--- src/rtl/stream_demux_pkg.sv ---
// Shared defaults and width helpers for the two-way stream demultiplexer.
package stream_demux_pkg;

  localparam int unsigned DefaultDataW = 8;
  localparam int unsigned DefaultDepth = 2;
  localparam int unsigned PTR_W        = $clog2(DefaultDepth) + 1;
  localparam int unsigned CNT_W        = 8;

  // One extra pointer bit distinguishes full from empty.
  function automatic int unsigned ptr_width(int unsigned depth);
    return $clog2(depth) + 1;
  endfunction

endpackage

--- src/rtl/sync_fifo.sv ---
// Single-clock FIFO with wrap-bit pointers; head data reads as zero when empty.
module sync_fifo
  import stream_demux_pkg::*;
#(
  parameter int unsigned DataW = DefaultDataW,
  parameter int unsigned Depth = DefaultDepth
) (
  input  logic             clk_i,
  input  logic             rst_i,
  input  logic             push_i,
  input  logic [DataW-1:0] data_i,
  input  logic             pop_i,
  output logic             full_o,
  output logic             empty_o,
  output logic [DataW-1:0] data_o
);

  localparam int unsigned PtrW = ptr_width(Depth);

  logic [DataW-1:0] mem_q [Depth];
  logic [PtrW-1:0]  wr_q, wr_d;
  logic [PtrW-1:0]  rd_q, rd_d;
  logic             do_push, do_pop;

  assign empty_o = (wr_q == rd_q);
  assign full_o  = (wr_q[PtrW-1] != rd_q[PtrW-1]) && (wr_q[PtrW-2:0] == rd_q[PtrW-2:0]);
  assign data_o  = empty_o ? '0 : mem_q[rd_q[PtrW-2:0]];

  assign do_push = push_i & ~full_o;
  assign do_pop  = pop_i & ~empty_o;

  always_comb begin
    wr_d = wr_q;
    rd_d = rd_q;
    if (do_push) wr_d = wr_q + PtrW'(1);
    if (do_pop)  rd_d = rd_q + PtrW'(1);
  end

  always_ff @(posedge clk_i) begin
    if (rst_i) begin
      wr_q <= '0;
      rd_q <= '0;
    end else begin
      wr_q <= wr_d;
      rd_q <= rd_d;
      if (do_push) mem_q[wr_q[PtrW-2:0]] <= data_i;
    end
  end

endmodule

--- src/rtl/stream_demux.sv ---
// Routes each input beat to one of two buffered output ports by in_sel_i,
// counting accepted beats per port.
module stream_demux
  import stream_demux_pkg::*;
#(
  parameter int unsigned DATA_W = DefaultDataW,
  parameter int unsigned DEPTH  = DefaultDepth
) (
  input  logic              clk,
  input  logic              reset,
  input  logic              in_valid_i,
  output logic              in_ready_o,
  input  logic [DATA_W-1:0] in_data_i,
  input  logic              in_sel_i,
  output logic              out0_valid_o,
  input  logic              out0_ready_i,
  output logic [DATA_W-1:0] out0_data_o,
  output logic              out1_valid_o,
  input  logic              out1_ready_i,
  output logic [DATA_W-1:0] out1_data_o,
  output logic [CNT_W-1:0]  cnt0_o,
  output logic [CNT_W-1:0]  cnt1_o
);

  logic [1:0]       full, empty, push, pop;
  logic [CNT_W-1:0] cnt0_q, cnt0_d, cnt1_q, cnt1_d;

  // No full-bypass: a pop in the same cycle does not make a full FIFO ready.
  assign in_ready_o = ~reset & ~full[in_sel_i];

  assign push[0] = in_valid_i & in_ready_o & ~in_sel_i;
  assign push[1] = in_valid_i & in_ready_o &  in_sel_i;
  assign pop[0]  = out0_ready_i & ~empty[0];
  assign pop[1]  = out1_ready_i & ~empty[1];

  assign out0_valid_o = ~empty[0];
  assign out1_valid_o = ~empty[1];

  sync_fifo #(
    .DataW (DATA_W),
    .Depth (DEPTH)
  ) u_fifo0 (
    .clk_i   (clk),
    .rst_i   (reset),
    .push_i  (push[0]),
    .data_i  (in_data_i),
    .pop_i   (pop[0]),
    .full_o  (full[0]),
    .empty_o (empty[0]),
    .data_o  (out0_data_o)
  );

  sync_fifo #(
    .DataW (DATA_W),
    .Depth (DEPTH)
  ) u_fifo1 (
    .clk_i   (clk),
    .rst_i   (reset),
    .push_i  (push[1]),
    .data_i  (in_data_i),
    .pop_i   (pop[1]),
    .full_o  (full[1]),
    .empty_o (empty[1]),
    .data_o  (out1_data_o)
  );

  always_comb begin
    cnt0_d = cnt0_q + {{(CNT_W-1){1'b0}}, push[0]};
    cnt1_d = cnt1_q + {{(CNT_W-1){1'b0}}, push[1]};
  end

  always_ff @(posedge clk) begin
    if (reset) begin
      cnt0_q <= '0;
      cnt1_q <= '0;
    end else begin
      cnt0_q <= cnt0_d;
      cnt1_q <= cnt1_d;
    end
  end

  assign cnt0_o = cnt0_q;
  assign cnt1_o = cnt1_q;

endmodule

--- config.mk ---
export PLATFORM = sky130hd
export DESIGN_NAME = stream_demux
export DESIGN_NICKNAME = d
export VERILOG_FILES = /design/src/rtl/stream_demux_pkg.sv /design/src/rtl/sync_fifo.sv /design/src/rtl/stream_demux.sv
export SDC_FILE = /design/constraint.sdc
export NUM_CORES = 1
export LEC_CHECK = 0
export BUFFER_PORTS_ARGS = -buffer_cell sky130_fd_sc_hd__buf_4
export CAP_MARGIN = 20
export CORE_ASPECT_RATIO = 1.25
export CORE_MARGIN = 2
export CORE_UTILIZATION = 56
export CTS_BUF_LIST = sky130_fd_sc_hd__clkbuf_2
export DETAILED_ROUTE_END_ITERATION = 16
export PLACE_DENSITY_LB_ADDON = 0.08
export SYNTH_ARGS = -nofsm -noshare
export SYNTH_HDL_FRONTEND = slang
export SYNTH_SLANG_ARGS = --single-unit
--- constraint.sdc ---
create_clock -name clk -period 2.78 [get_ports clk]
set_input_delay 0 -clock clk [delete_from_list [all_inputs] [get_ports clk]]
set_output_delay 0 -clock clk [all_outputs]
set_load 0.01 [all_outputs]
---- Word-level counts from Yosys, hierarchy flattened ----
Memory sizes are Yosys's and may differ from the RTL's. A register that Yosys moved wholly into a read port is not among the register bits.
Index checks and enable logic that the tools add are counted.
operators by class
  $mul .................................... 0
  div/mod/pow operators ................... 0
  muxes and demuxes ....................... 14
  add/sub/neg operators ................... 6
  eq/ne operators ......................... 6
  shift-type cells ........................ 0
  bitwise operators ....................... 17
  reductions and logical operators ........ 2
  order comparisons ....................... 1
operator list
  cell                                                 number
  adder 8 x 1 -> 8 bit                                 2
  two-way mux 8 bit                                    2
  two-way mux 1 bit                                    12
  bitwise AND 1 bit                                    10
  adder 2 x 1 -> 2 bit (second input constant)         4
  inverter 1 bit                                       7
  == test 2 bit                                        2
  == test 1 bit                                        2
  logical AND 1 bit                                    2
  < comparator 1 x 2 -> 1 bit (second input constant)  1
  inequality test 1 bit                                2
word-level totals
  register bits ........................... 24
  output and inout port bits .............. 35
  latch bits .............................. 0
  input port bits ......................... 14
  logic and storage cells ................. 54
  bits in read-only memories .............. 0
  memory bits (writable) .................. 32
  memories ................................ 2
memories
  memory         words  bits a word  rd ports  clocked after memory_dff  write ports  RTL line         source
  u_fifo0.mem_q  2      8            1         1                         1            sync_fifo.sv:20  logic [DataW-1:0] mem_q [Depth];
  u_fifo1.mem_q  2      8            1         1                         1            sync_fifo.sv:20

---- Longest topological paths before layout ----
Gate-level depths: netlist of run 1.
  depth after elaboration ................. 12
  gate-level depth with buffers ........... 9
  gate-level depth less buffers ........... 8

---- Cells and area by module ----
From an unflattened synthesis of run 1, not the netlist that was laid out.
second synthesis, totals
  cell total of the unflattened synthesis .. 204
  area total of the unflattened synthesis .. 2439.8 um^2
by module, submodules not included
  module        sequential area each (um^2)  times used  area an instance (um^2)  cells an instance
  sync_fifo     580.6                        2           875.8                    64
  stream_demux  320.3                        1           688.2                    76

---- Worst setup path before layout of run 1 ----
OpenSTA, ideal clock, no wires.
  kind .................................... flip-flop to flip-flop
  from .................................... register u_fifo0.wr_q[0]
  to ...................................... memory u_fifo0.mem_q[1][0] in the netlist's numbering (enable)
  buffers on the path ..................... 1
  data arrival time ....................... 1.548 ns
  cell stages (with the launch flop) ...... 5
  path slack .............................. 0.846 ns
  cells stage by stage .................... dfxtp_1 -> buf_4 -> xor2_2 -> o21ai_2 -> nor3b_1
on the way
  longest elaborated chain between the ends .. 12
RTL lines
  item                                                  RTL line            source
  from (decl)                                           sync_fifo.sv:21     logic [PtrW-1:0] wr_q, wr_d;
  from (signal assigned)                                sync_fifo.sv:44     wr_q <= wr_d;
  == test 1 bit                                         sync_fifo.sv:26     assign full_o = (wr_q[PtrW-1] != rd_q[PtrW-1]) && (wr_q[PtrW-2:0] == rd_q[PtrW-2:0]);
  logical AND 1 bit                                     sync_fifo.sv:26
  two-way mux 1 bit (implied by the code) (2 in a row)  stream_demux.sv:29  assign in_ready_o = ~reset & ~full[in_sel_i];
  inverter 1 bit                                        stream_demux.sv:29
  bitwise AND 1 bit                                     stream_demux.sv:29
  bitwise AND 1 bit (2 in a row)                        stream_demux.sv:31  assign push[0] = in_valid_i & in_ready_o & ~in_sel_i;
  bitwise AND 1 bit                                     sync_fifo.sv:29     assign do_push = push_i & ~full_o;
  two-way mux 1 bit                                     sync_fifo.sv:46     if (do_push) mem_q[wr_q[PtrW-2:0]] <= data_i;
  two-way mux 1 bit                                     sync_fifo.sv:40     if (rst_i) begin
  two-way mux 1 bit (implied by the code)               sync_fifo.sv:46
  to (decl)                                             sync_fifo.sv:20
Parallel ways exist; a longest one is shown, timed or not. The select of a mux whose other input is x is not followed.

---- Worst setup path in the final report of run 1 ----
  from .................................... register u_fifo0.wr_q[0]
  to ...................................... register cnt0_q[6], in the netlist cnt0_o[6]
on the way
  longest elaborated chain between the ends .. 9
RTL lines
  item                                                  RTL line            source
  == test 1 bit                                         sync_fifo.sv:26
  logical AND 1 bit                                     sync_fifo.sv:26
  two-way mux 1 bit (implied by the code) (2 in a row)  stream_demux.sv:29
  inverter 1 bit                                        stream_demux.sv:29
  bitwise AND 1 bit                                     stream_demux.sv:29
  bitwise AND 1 bit (2 in a row)                        stream_demux.sv:31
  adder 8 x 1 -> 8 bit                                  stream_demux.sv:68  cnt0_d = cnt0_q + {{(CNT_W-1){1'b0}}, push[0]};
  to (signal assigned)                                  stream_demux.sv:77  cnt0_q <= cnt0_d;
  to (decl)                                             stream_demux.sv:26  logic [CNT_W-1:0] cnt0_q, cnt0_d, cnt1_q, cnt1_d;
No other way between the ends. The select of a mux whose other input is x is not followed.
A chain may end at the register's enable or synchronous reset.

==> results.sh, run 1 <==
export IMPL_num_antenna_cells=0
export IMPL_netlist_instances=204
export IMPL_cpMostUsedCell="ha_1"
export IMPL_netlist_area_um2=2440
export IMPL_post_cts_resized=0
export IMPL_critPathArrivalTime_ns=2.53
export IMPL_dp_hpwl_mm=2.98
export IMPL_vdd_drop_max_mv=0.398
export IMPL_relSlewSlack=0.611
export IMPL_grt_pass1_wl_mm=7.22
export IMPL_critPathSlowestCell="dfxtp_1"
export IMPL_slowest_delay_ns=0.55
export IMPL_nFillCells=286
export IMPL_antenna_found_initial=0
export IMPL_post_route_drc_count=0
export IMPL_via_count=1714
export IMPL_wl_per_cell_um=13.1
export IMPL_die_w_um=63.0
export IMPL_powerDensity_nw_per_um2=624
export IMPL_numClockSinks=58
export IMPL_crit_path_max_fanout=8
export IMPL_cp_start_kind="register"
export IMPL_power_leakage_nw=1.27
export IMPL_cts_buffer_depth=2
export IMPL_postPlaceCellArea_um2=2860
export IMPL_ctsRootBufferMaster="clkbuf_2"
export IMPL_coreArea_um2=4130
export IMPL_synth_seq_cells=58
export IMPL_power_total_mw=1.96
export IMPL_gp_congestion=0.674
export IMPL_rsz0062_at_grt="no"
export IMPL_synth_cell_types=32
export IMPL_numCtsBuffers=9
export IMPL_endpoint_kind="register"
export IMPL_setup_viol=0
export IMPL_clk_latency_ns=0.45
export IMPL_clk_pin_slew_ns=0.16
export IMPL_fin_skew_ns=0.0183
export IMPL_firstDrtPassIters=4
export IMPL_clock_fmax_mhz=466
export IMPL_final_layout_size_suffix_gt1_frac=0.286
export IMPL_ant_nets=0
export IMPL_hold_viol=0
export IMPL_min_period_over_period=0.773
export IMPL_ios=49
export IMPL_ys_seq_area_frac=0.608
export IMPL_grt_use_total=0.200
export IMPL_fin_crit_ns=2.15
export IMPL_cts_tree="yes"
export IMPL_grt_remaining_overflow=0
export IMPL_final_cell_mix="buf_4, nor2_1, edfxtp_1"
export IMPL_grt_most_used_layer="met2"
export IMPL_portBuffers=48
export IMPL_final_cell_area_um2=3150
export IMPL_grt_util_met3=0.0768
export IMPL_worstPathRequired_ns=3.16
export IMPL_grt_util_met1=0.209
export IMPL_use_met2=0.335
export IMPL_hp_class="input pin to register"
export IMPL_grt_pass1_vias=1657
export IMPL_grt_max_degree=38
export IMPL_htree_levels=3
export IMPL_path_class="register to register"
export IMPL_status="completed"
export IMPL_die_h_um=77.7
export IMPL_mostFrequentLayoutCell="buf_4"
export IMPL_drtIter0Drc=52
export IMPL_dieArea_um2=4900
export IMPL_final_nets=293
export IMPL_drt_vias_per_instance=5.10
export IMPL_finalWirelength_mm=4.42
export IMPL_fin_setup_tns_ns=0
export IMPL_worstMarginPinSlew_ns=0.581
export IMPL_syn_to_final_growth_pct=29.1
export IMPL_syn_nets=222
export IMPL_max_cap_viol_count=0
export IMPL_ys_warn_count=0
export IMPL_path_cells="xor2_2, o21ai_2, nor2_1, ha_1, ha_1, nand2_1, or3_1, a21oi_1"
export IMPL_finalMaxSlewViolations=0
export IMPL_start_util=0.590
export IMPL_avgSynthCellArea_um2=11.9
export IMPL_rows=26
-- sequential cells by signal, summed over array words and instances, names as in the netlist, named ones only --
signal,count
u_fifo1.rd_q,2
cnt0_o,8
u_fifo0.mem_q,16
u_fifo0.wr_q,2
u_fifo1.mem_q,16
cnt1_o,8
u_fifo0.rd_q,2
u_fifo1.wr_q,2
-- Yosys cell counts --
cell type,number,area (um^2)
buf_1,3,11.3
mux2i_1,17,170
a211oi_1,1,7.51
mux2_2,6,67.6
o21ai_1,1,5.00
nor2b_1,11,68.8
a311oi_1,1,8.76
nand2_1,8,30.0
nor3b_1,1,7.51
buf_2,2,10.0
nor2_1,33,124
a21oi_1,8,40.0
xor2_1,7,61.3
nand4_1,3,18.8
edfxtp_1,32,961
clkbuf_1,1,3.75
ha_1,4,50.1
inv_1,3,11.3
buf_4,1,7.51
mux2_4,2,30.0
dfxtp_1,26,521
o21ai_2,2,17.5
a211o_1,1,8.76
nor2_2,1,6.26
o21ai_0,6,30.0
a21o_1,1,7.51
or3_1,6,37.5
o211ai_2,1,12.5
nor3_1,4,20.0
xnor2_1,4,35.0
nand3_1,6,30.0
xor2_2,1,16.3
-- report_power, final --
group / switching, mW / total, mW / leakage (nW) / internal, mW
combinational: 0.187 / 0.390 / 0.685 / 0.203
sequential: 0.0487 / 0.988 / 0.501 / 0.939
clock: 0.289 / 0.585 / 0.0793 / 0.296
total: 0.525 / 1.96 / 1.27 / 1.44
-- routing by layer --
metal | part of all wire | vias to the layer above
met3 | 0.058 | 9
li1 | - | 863
met4 | 0.029 | 0
met2 | 0.50 | 52
met1 | 0.41 | 790
met5 | 0 | -
-- cell families (layout without fill, tap and decap cells) --
| logic type | after synthesis | count (layout) | share of synthesized area |
|---|---|---|---|
| and+or+nand+nor | 73 | 73 | 0.141 |
| buffers and inverters | 10 | 86 | 0.0180 |
| adders and majority gates | 4 | 4 | 0.0205 |
| DFF | 58 | 58 | 0.608 |
| AOI/OAI and AO/OA | 22 | 22 | 0.0565 |
| xor gates and xnor gates | 12 | 12 | 0.0462 |
| muxes | 25 | 25 | 0.110 |
-- through the flow --
step,cells,setup WS [ns],hold WS [ns],util
after floorplan,204,0.846,0.0989,-
after global placement,305,0.759,0.213,0.693
after detailed placement,305,0.671,0.213,0.693
after CTS,336,0.630,0.231,0.761
after global routing,336,0.451,0.226,0.761
final,336,0.632,0.293,0.761
-- critical path: cells and delay by family (launching register included) --
| kind | cells | cell delay [ns] |
|---|---|---|
| AOI/OAI and AO/OA | 2 | 0.29 |
| and+or+nand+nor | 3 | 0.53 |
| adders and majority gates | 2 | 0.38 |
| DFF | 1 | 0.55 |
| xor gates and xnor gates | 1 | 0.32 |
-- what timing repair did --
action | in CTS | in global routing
hold buffers | 15 | 0
buffers inserted | 0 | 0
hold endpoints to repair | 58 | 0
-- final cells by class --
cell class,count,area (um^2),area share
Sequential cell,58,1480,0.471
Inverter,3,11.3,0.00358
Clock buffer,10,50.0,0.0159
Tap cell,56,70.1,0.0223
Timing Repair Buffer,67,541,0.172
Multi-Input combinational cell,136,911,0.290
Clock inverter,6,81.3,0.0259
-- worst paths after layout --
kind / startpoint / to / slack (ns) / cells past startpoint
setup / recovery: u_fifo0.wr_q[0]$_SDFFE_PP0P_ / cnt0_o[6]$_SDFF_PP0_ / 0.63 / 8
hold / removal: in_data_i[6] / u_fifo1.mem_q[0][6]$_DFFE_PP_ / 0.29 / 2
setup reg to reg: u_fifo0.wr_q[0]$_SDFFE_PP0P_ / cnt0_o[6]$_SDFF_PP0_ / 0.63 / 8
hold reg to reg: cnt1_o[7]$_SDFF_PP0_ / cnt1_o[7]$_SDFF_PP0_ / 0.51 / 2
Power figures use the tool's default switching activity.
==> inputs of run 2 (changes only) <==
--- a/config.mk
+++ b/config.mk
@@ -5,6 +5,7 @@
 export SDC_FILE = /design/constraint.sdc
 export NUM_CORES = 1
 export LEC_CHECK = 0
+export ABC_AREA = 1
 export BUFFER_PORTS_ARGS = -buffer_cell sky130_fd_sc_hd__buf_4
 export CAP_MARGIN = 20
 export CORE_ASPECT_RATIO = 1.25
==> constraint.sdc (replaced) <==
create_clock -name clk -period 2.2 [get_ports clk]
set_input_delay 0 -clock clk [delete_from_list [all_inputs] [get_ports clk]]
set_output_delay 0 -clock clk [all_outputs]
set_load 0.01 [all_outputs]
==> run 2 against run 1 <==
Effect of this change: utilization decreased by 1.1 points; final cell count increased by 11%; critical endpoint unchanged; maximum frequency increased by 8.2%; total power increased by 10%; global-route usage increased by 1.3 points; sequential share of layout area increased by 1.2 points; largest cell class unchanged; via count increased by 4.1%; sequential power increased by 21%.
==> results.sh, run 2 <==
export IMPL_cpMostUsedCell="nand2_1"
export IMPL_post_route_drc_count=0
export IMPL_final_cell_mix="nand2_1, buf_4, edfxtp_1"
export IMPL_path_cells="inv_1, nand2_2, nand2_2, nand2_4, nor2_4, nor2_4, nand3_2, inv_1, ha_1, ha_1, nand2_1, nor3_2, nand2_1, nand2_1, nor2_1"
export IMPL_wl_per_cell_um=12.2
export IMPL_finalWirelength_mm=4.54
export IMPL_numCtsBuffers=9
export IMPL_worstPathRequired_ns=2.55
export IMPL_worstMarginPinSlew_ns=0.451
export IMPL_fin_skew_ns=0.0197
export IMPL_startpoint="u_fifo1.rd_q[0]$_SDFFE_PP0P_"
export IMPL_yosysMostFrequentCell="nand2_1"
export IMPL_rsz0062_at_grt="no"
export IMPL_antenna_found_initial=0
export IMPL_ys_warn_count=0
export IMPL_syn_nets=256
export IMPL_whs_ns=0.293
export IMPL_numClockSinks=58
export IMPL_critPathSlowestCell="dfxtp_2"
export IMPL_slowest_delay_ns=0.40
export IMPL_gp_congestion=0.691
export IMPL_path_class="register to register"
export IMPL_power_leakage_nw=1.28
export IMPL_clock_fmax_mhz=504
export IMPL_die_w_um=62.4
export IMPL_setup_ws_ns=0.216
export IMPL_post_cts_repair_setup_buffers=0
export IMPL_htree_levels=3
export IMPL_fin_crit_ns=1.98
export IMPL_pre_cts_slack_ns=0.149
export IMPL_netlist_area_um2=2380
export IMPL_min_period_over_period=0.902
export IMPL_start_util=0.582
export IMPL_synth_edf_count=32
export IMPL_ios=49
export IMPL_powerDensity_nw_per_um2=703
export IMPL_drtIter0Drc=62
export IMPL_dp_hpwl_mm=3.10
export IMPL_yosysTopAreaCell="edfxtp_1"
export IMPL_grt_use_total=0.213
export IMPL_endpoint_kind="register"
export IMPL_final_nets=329
export IMPL_hp_class="input pin to register"
export IMPL_die_h_um=77.0
export IMPL_firstDrtPassIters=7
export IMPL_coreArea_um2=4100
export IMPL_status="completed"
export IMPL_nFillCells=315
export IMPL_grt_pass1_wl_mm=7.84
export IMPL_relSlewSlack=0.699
export IMPL_cts_buffer_depth=2
export IMPL_r2r_start="u_fifo1.rd_q[0]$_SDFFE_PP0P_"
export IMPL_max_cap_viol_count=0
export IMPL_critPathArrivalTime_ns=2.34
export IMPL_final_layout_size_suffix_gt1_frac=0.282
export IMPL_grt_remaining_overflow=0
export IMPL_synth_seq_cells=58
export IMPL_netlist_instances=238
export IMPL_avgSynthCellArea_um2=10.0
export IMPL_crit_path_max_fanout=6
export IMPL_setup_viol=0
export IMPL_yosys_most_used_dff="edfxtp_1"
export IMPL_fin_setup_tns_ns=0
export IMPL_ant_nets=0
export IMPL_syn_to_final_growth_pct=29.0
export IMPL_hold_viol=0
export IMPL_ctsRootBufferMaster="clkbuf_2"
export IMPL_clk_pin_slew_ns=0.16
export IMPL_synth_cell_types=28
export IMPL_finalMaxSlewViolations=0
export IMPL_mostFrequentLayoutCell="nand2_1"
export IMPL_synthArstFlopShare=0
export IMPL_portBuffers=48
export IMPL_yosysTopAreaCellShare=0.403
export IMPL_num_antenna_cells=0
export IMPL_clk_latency_ns=0.44
export IMPL_ys_seq_area_frac=0.621
export IMPL_yosys_top_cells_count="nand2_1, edfxtp_1, a21oi_1"
export IMPL_synth_area_top_cells="edfxtp_1, dfxtp_1, nand2_1"
export IMPL_grt_pass1_vias=1872
export IMPL_cp_start_kind="register"
export IMPL_vdd_drop_max_mv=0.556
export IMPL_via_count=1785
export IMPL_grt_max_degree=14
export IMPL_min_from="in_data_i[3]"
export IMPL_dieArea_um2=4800
export IMPL_drt_vias_per_instance=4.80
export IMPL_rows=26
export IMPL_power_total_mw=2.16
export IMPL_cts_tree="yes"
-- run 2: critical path: cells and delay by family (launching register included) --
| kind | cells | cell delay [ns] |
|---|---|---|
| buffers and inverters | 2 | 0.15 |
| adder cells (fa/ha/maj) | 2 | 0.34 |
| AND/OR/NAND/NOR | 11 | 1.02 |
| flip-flops | 1 | 0.40 |
-- run 2: per-layer routing --
metal	global-route usage	part of all wire	up-vias	routed length, um
li1	-	-	934	-
met4	0.116	0.025	0	112
met2	0.366	0.52	54	2340
met1	0.227	0.40	789	1830
met5	0	0	-	0
met3	0.0762	0.056	8	255
-- run 2: cell type report --
cell class / instances / area, um^2 / share of cell area
flip-flops and latches: 58 / 1490 / 0.483
multi-input cells: 148 / 781 / 0.254
repair buffers: 66 / 531 / 0.172
inverters: 28 / 105 / 0.0342
well taps: 56 / 70.1 / 0.0228
clock buffers: 12 / 60.1 / 0.0195
clock inverters: 4 / 43.8 / 0.0142
-- run 2: logic make-up after synthesis --
family / Yosys count / share of synthesized area
XOR/XNOR: 5 / 0.0184
AND/OR/NAND/NOR: 99 / 0.194
adder cells (fa/ha/maj): 4 / 0.0210
flip-flops: 58 / 0.621
AO/OA/AOI/OAI: 40 / 0.0923
buffers and inverters: 32 / 0.0535
-- run 2: final timing paths --
path,cells after the start,slack [ns],to
max,15,0.22,cnt0_o[6]$_SDFF_PP0_
max reg2reg,15,0.22,cnt0_o[6]$_SDFF_PP0_
min,2,0.29,u_fifo0.mem_q[1][3]$_DFFE_PP_
min reg2reg,2,0.48,cnt1_o[7]$_SDFF_PP0_
-- run 2: power by group --
part	switching, mW	leakage [nW]	total (mW)	internal [mW]
combinational	0.184	0.705	0.329	0.145
sequential	0.0269	0.503	1.20	1.18
clock	0.360	0.0734	0.631	0.271
-- run 2: what timing repair did --
| action | CTS | global route |
|---|---|---|
| endpoints found under the hold margin | 52 | 0 |
| setup endpoints to repair | 0 | 3 |
| gates resized for setup | 0 | 5 |
| hold buffers | 14 | 0 |
-- run 2: through the flow --
step	cell area, um^2	std cells	util
global placement	2820	342	0.689
global route	3080	372	0.751
detailed placement	2820	342	0.689
finish	3080	372	0.751
CTS	3070	372	0.748
floorplan	2380	238	-
